`config.mk`:
```
export PLATFORM = sky130hd
export DESIGN_NAME = uart_baud_gen_frac
export DESIGN_NICKNAME = d
export VERILOG_FILES = /design/src/rtl/uart_baud_gen_frac.sv
export SDC_FILE = /design/constraint.sdc
export NUM_CORES = 1
export LEC_CHECK = 0
export CAP_MARGIN = 30
export CORE_ASPECT_RATIO = 0.7
export CORE_MARGIN = 1
export CORE_UTILIZATION = 50
export CTS_CLUSTER_SIZE = 12
export DETAILED_ROUTE_END_ITERATION = 10
export DONT_BUFFER_PORTS = 1
export MAX_ROUTING_LAYER = met4
export PLACE_DENSITY = 0.68
export SKIP_LAST_GASP = 1
export SLEW_MARGIN = 25
export SYNTH_ARGS = -nofsm -noshare
export SYNTH_HDL_FRONTEND = slang
export SYNTH_SLANG_ARGS = --single-unit
```
`constraint.sdc`:
```
create_clock -name clk -period 3.01 [get_ports clk]
set_input_delay 0.1505 -clock clk [delete_from_list [all_inputs] [get_ports clk]]
set_output_delay 0.1505 -clock clk [all_outputs]
set_load 0.05 [all_outputs]
```
`src/rtl/uart_baud_gen_frac.sv`:
```
// uart_baud_gen_frac: fractional-divisor UART baud generator producing
// oversample and bit ticks, with shadowed divisor updates and phase resync.
module uart_baud_gen_frac #(
    parameter int DVSR_W   = 16,
    parameter int FRAC_W   = 4,
    parameter int OVS      = 16,
    parameter int RST_INT  = 54,
    parameter int RST_FRAC = 0
) (
    input  logic              clk,
    input  logic              reset,
    input  logic              en,
    input  logic [DVSR_W-1:0] dvsr_int,
    input  logic [FRAC_W-1:0] dvsr_frac,
    input  logic              dvsr_wr,
    input  logic              resync,
    output logic              os_tick,
    output logic              bit_tick,
    output logic              upd_pend,
    output logic              cfg_err
);
    localparam int OW = $clog2(OVS);

    logic [DVSR_W-1:0] act_int, pend_int;
    logic [FRAC_W-1:0] act_frac, pend_frac, acc;
    logic [FRAC_W:0]   acc_sum;
    logic [DVSR_W:0]   cnt, last_cnt;
    logic [OW-1:0]     os_cnt;
    logic              cy, last, wr_ok, apply, os_wrap;

    // cy holds this period's carry; cnt is never 0 at the last cycle since int>=2
    always_comb begin
        last_cnt = {1'b0, act_int} - (DVSR_W+1)'(!cy);
        last     = cnt == last_cnt;
        wr_ok    = dvsr_wr && dvsr_int > DVSR_W'(1);
        apply    = (upd_pend || wr_ok) && (resync || (en ? last : cnt == '0));
        acc_sum  = {1'b0, acc} + {1'b0, act_frac};
        os_wrap  = os_cnt == OW'(OVS-1);
    end

    always_ff @(posedge clk or posedge reset) begin
        if (reset) begin
            cnt       <= '0;
            acc       <= '0;
            cy        <= 1'b0;
            os_cnt    <= '0;
            os_tick   <= 1'b0;
            bit_tick  <= 1'b0;
            upd_pend  <= 1'b0;
            cfg_err   <= 1'b0;
            act_int   <= DVSR_W'(RST_INT);
            act_frac  <= FRAC_W'(RST_FRAC);
            pend_int  <= '0;
            pend_frac <= '0;
        end else begin
            os_tick  <= en && last && !resync;
            bit_tick <= en && last && !resync && os_wrap;
            if (resync) begin
                cnt    <= '0;
                acc    <= '0;
                cy     <= 1'b0;
                os_cnt <= '0;
            end else if (en) begin
                cnt <= last ? '0 : cnt + (DVSR_W+1)'(1);
                if (cnt == '0)
                    {cy, acc} <= acc_sum;
                if (last)
                    os_cnt <= os_wrap ? '0 : os_cnt + OW'(1);
            end
            // a write coinciding with an apply point takes effect directly
            if (apply) begin
                act_int  <= wr_ok ? dvsr_int : pend_int;
                act_frac <= wr_ok ? dvsr_frac : pend_frac;
                upd_pend <= 1'b0;
            end else if (wr_ok) begin
                pend_int  <= dvsr_int;
                pend_frac <= dvsr_frac;
                upd_pend  <= 1'b1;
            end
            if (dvsr_wr)
                cfg_err <= !wr_ok;
        end
    end
endmodule

```
==> impl_results.md <==
- Layout area overhead: 27.0%
- Yosys reg bits: 70
- Post-Syn Instances: 384
- Layout cells sized above 1: 0.323
- Global routing's busiest layer: met2
- CP arrival: 3.23 ns
- Die H: 78.0 um
- Status: complete, but fails checks
- Largest area contributor in the netlist: dfrtp_1
- Post-synth EDFFs: 0
- Top-count cell post-synth: dfrtp_1
- Hold Crit Endpoint: acc[2]$_DFFE_PP0P_
- Power Dens Cells: 630 nW/um2
- Fillers: 616
- Detail Route Antenna Nets: 0
- H-Tree Depth: 3
- Routed wire length: 9.63 mm
- Fraction of registers with async set/reset: 1.00
- Initial antenna violation count: 0
- Top post-synthesis cells by count: dfrtp_1 (66), mux2_2 (47), nor3_1 (24), xor2_1 (24), nand2_1 (20)
- Final Setup Violations: 1
- Gr usage total: 0.246
- Vias in the first global route: 3213
- Critical path data required time: 3.22 ns
- Yosys Warn Count: 0
- Syn Nets: 419
- Sequential area share after synthesis: 0.426
- DRT iter0 DRCs: 164
- Top FF cell, synth: dfrtp_1
- Slew @ Worst Pin: 0.818 ns
- Rel. slew slack: 0.455
- Buffers added on ports: 0
- Initial Util: 0.520
- Mean Syn Cell Area: 10.7 um2
- Avg WL per Cell: 17.9 um
- Post-route insts no fill: 538
- Final Power: 3.30 mW
- Net count, final: 467
- Max Fclk: 331 MHz
- Distinct cells, synth: 53
- Clock Sinks: 70
- Depth of the most critical reg-to-reg path: 8
- Worst Min Path Start: en
- Mapped Area: 4130 um2
- Total grt overflow: 0
- DR DRC count: 0
- Worst setup path class: reg2reg
- Worst r2r src: act_int[13]$_DFFE_PP0P_
- Site Rows: 27
- CP startpoint kind: register
- Core Box Area: 7940 um2
- Crit end category: register
- Clock-pin transition on the worst setup and hold timing paths: 0.06 ns
- Clock Latency Late Sink: 0.34 ns
- Share of the synthesized area in the top cell type: 0.400
- Worst hold stages: 2
- Root Driver: clkbuf_16
- Final Wtd Congestion: 0.863
- Top post-synthesis cells by area: dfrtp_1 (40%), mux2_2 (13%), xor2_1 (5.1%)
- M1 GR Usage: 0.334
- Tcrit/Tclk final: 1.00
- Violated checks: setup timing
- I/O pin count: 29
- Maximum VDD drop: 0.000471 V
- CTS Buf Count: 9
- Worst Skew: 0.00679 ns
- Final Hold Violating Endpoints: 0
- Antenna diodes: 0
- DR vias: 3166
- Worst r2r dst: os_cnt[2]$_DFFE_PP0P_
- Fin Hold WS: 0.0140 ns
- DP Wirelength: 6.44 mm
- Vias/cell: 5.88
- TritonCTS clock tree: built
- Worst hold path type: in2reg
- Worst-path fanout max: 4
- Fin worst setup slack: -0.0142 ns
- Leakage power total: 2.15 nW
- First-pass GRT wire length: 16.2 mm
- GR Util met3: 0.0525
- DIE WIDTH: 111 um
- Met2 GRT Util: 0.377
- Router iterations before antenna repair: 4
- Crit path time final: 3.02 ns
- Slew Limit Fails: 0
- Reg2Reg Setup Slack: -0.01 ns
- Largest net degree at the start of global routing: 58
- Unrepaired setup endpoints after global routing: yes
- Maximum clock insertion buffer count: 2
- Cell Count Post-Placement: 494
- Max_cap viols: 0
- Die area: 8630 um2
cells in the final DEF, fill, tap and decap left out, drive strengths merged, types with 12 or more instances in the layout:
cell	synthesis	layout
nor3	25	25
nand2	20	20
nor2	17	17
dfrtp	66	66
buf	9	36
xor2	24	24
dlygate4sd3	0	23
mux2	58	58
nor4	12	12
cell type report:
type	count	area, um2	area share
clock buffers	11	253	0.0482
clock inverters	5	81.3	0.0155
inverters	10	37.5	0.00716
multi-input cells	282	2450	0.467
flip-flops and latches	70	1760	0.335
well taps	101	126	0.0241
repair buffers	59	542	0.103
sequential cells by signal, summed over array words and instances (netlist names):
signal / cells
upd_pend: 1
act_frac: 4
pend_int: 16
pend_frac: 4
bit_tick: 1
acc: 4
os_tick: 1
act_int: 16
cy: 1
os_cnt: 4
cfg_err: 1
cnt: 17
metrics by stage:
step	worst slack, ns	instance area [um2]	TNS (ns)	util
after floorplan	0.00527	4140	0	-
after global placement	-0.0432	4430	-0.597	0.558
after detailed placement	-0.106	4430	-3.04	0.558
after CTS	-0.0457	5040	-0.294	0.635
after global routing	-0.163	5240	-5.33	0.660
final	-0.0142	5240	-0.0142	0.660
worst max-delay path: stages, from the launching register on:
cell and delay, ns:
dfrtp_1 0.38, or4_1 0.54, or3_1 0.41, a211o_1 0.29, a211o_1 0.29, a2111o_1 0.39, buf_4 0.19, o311ai_2 0.27
o41ai_2 0.12
where the power goes:
part / leakage [nW] / switching [mW] / internal [mW]
sequential: 0.878 / 0.127 / 1.11
combinational: 1.11 / 0.428 / 0.467
clock: 0.162 / 0.401 / 0.770
how the worst max path moves through the flow:
stage | start | end | slack (ns) | cells after the start
3_5_place_dp | act_int[0]$_DFFE_PP0P_ | pend_int[2]$_DFFE_PP0N_ | -0.11 | 10
5_1_grt | act_int[0]$_DFFE_PP0P_ | pend_int[2]$_DFFE_PP0N_ | -0.16 | 10
3_3_place_gp | act_int[0]$_DFFE_PP0P_ | pend_int[3]$_DFFE_PP0N_ | -0.04 | 10
2_1_floorplan | act_int[0]$_DFFE_PP0P_ | pend_int[1]$_DFFE_PP0N_ | 0.005 | 12
4_1_cts | act_int[0]$_DFFE_PP0P_ | pend_int[2]$_DFFE_PP0N_ | -0.05 | 10
6_report | act_int[13]$_DFFE_PP0P_ | os_cnt[2]$_DFFE_PP0P_ | -0.01 | 8
logic make-up after synthesis:
kind of cell,after synthesis,synth area share
AO/OA/AOI/OAI,42,0.0752
XOR/XNOR,34,0.0721
adder cells (fa/ha/maj),10,0.0321
buffers and inverters,32,0.0349
flip-flops,70,0.426
multiplexers,67,0.180
AND/OR/NAND/NOR,129,0.180
per-layer routing:
metal / part of all wire / vias to the layer above
li1: - / 1525
met1: 0.48 / 1579
met2: 0.47 / 56
met3: 0.053 / 6
met4: 0.0057 / 0
met5: 0 / -
what timing repair did:
action | 4_1_cts | 5_1_grt
hold buffers | 24 | 0
endpoints found under the hold margin | 62 | 0
buffers inserted | 0 | 3
gates cloned | 0 | 1
pin swaps | 5 | 18
endpoints found under the setup margin | 59 | 60
resized for setup | 9 | 38
Note: power is estimated with default switching activity, not from simulation.
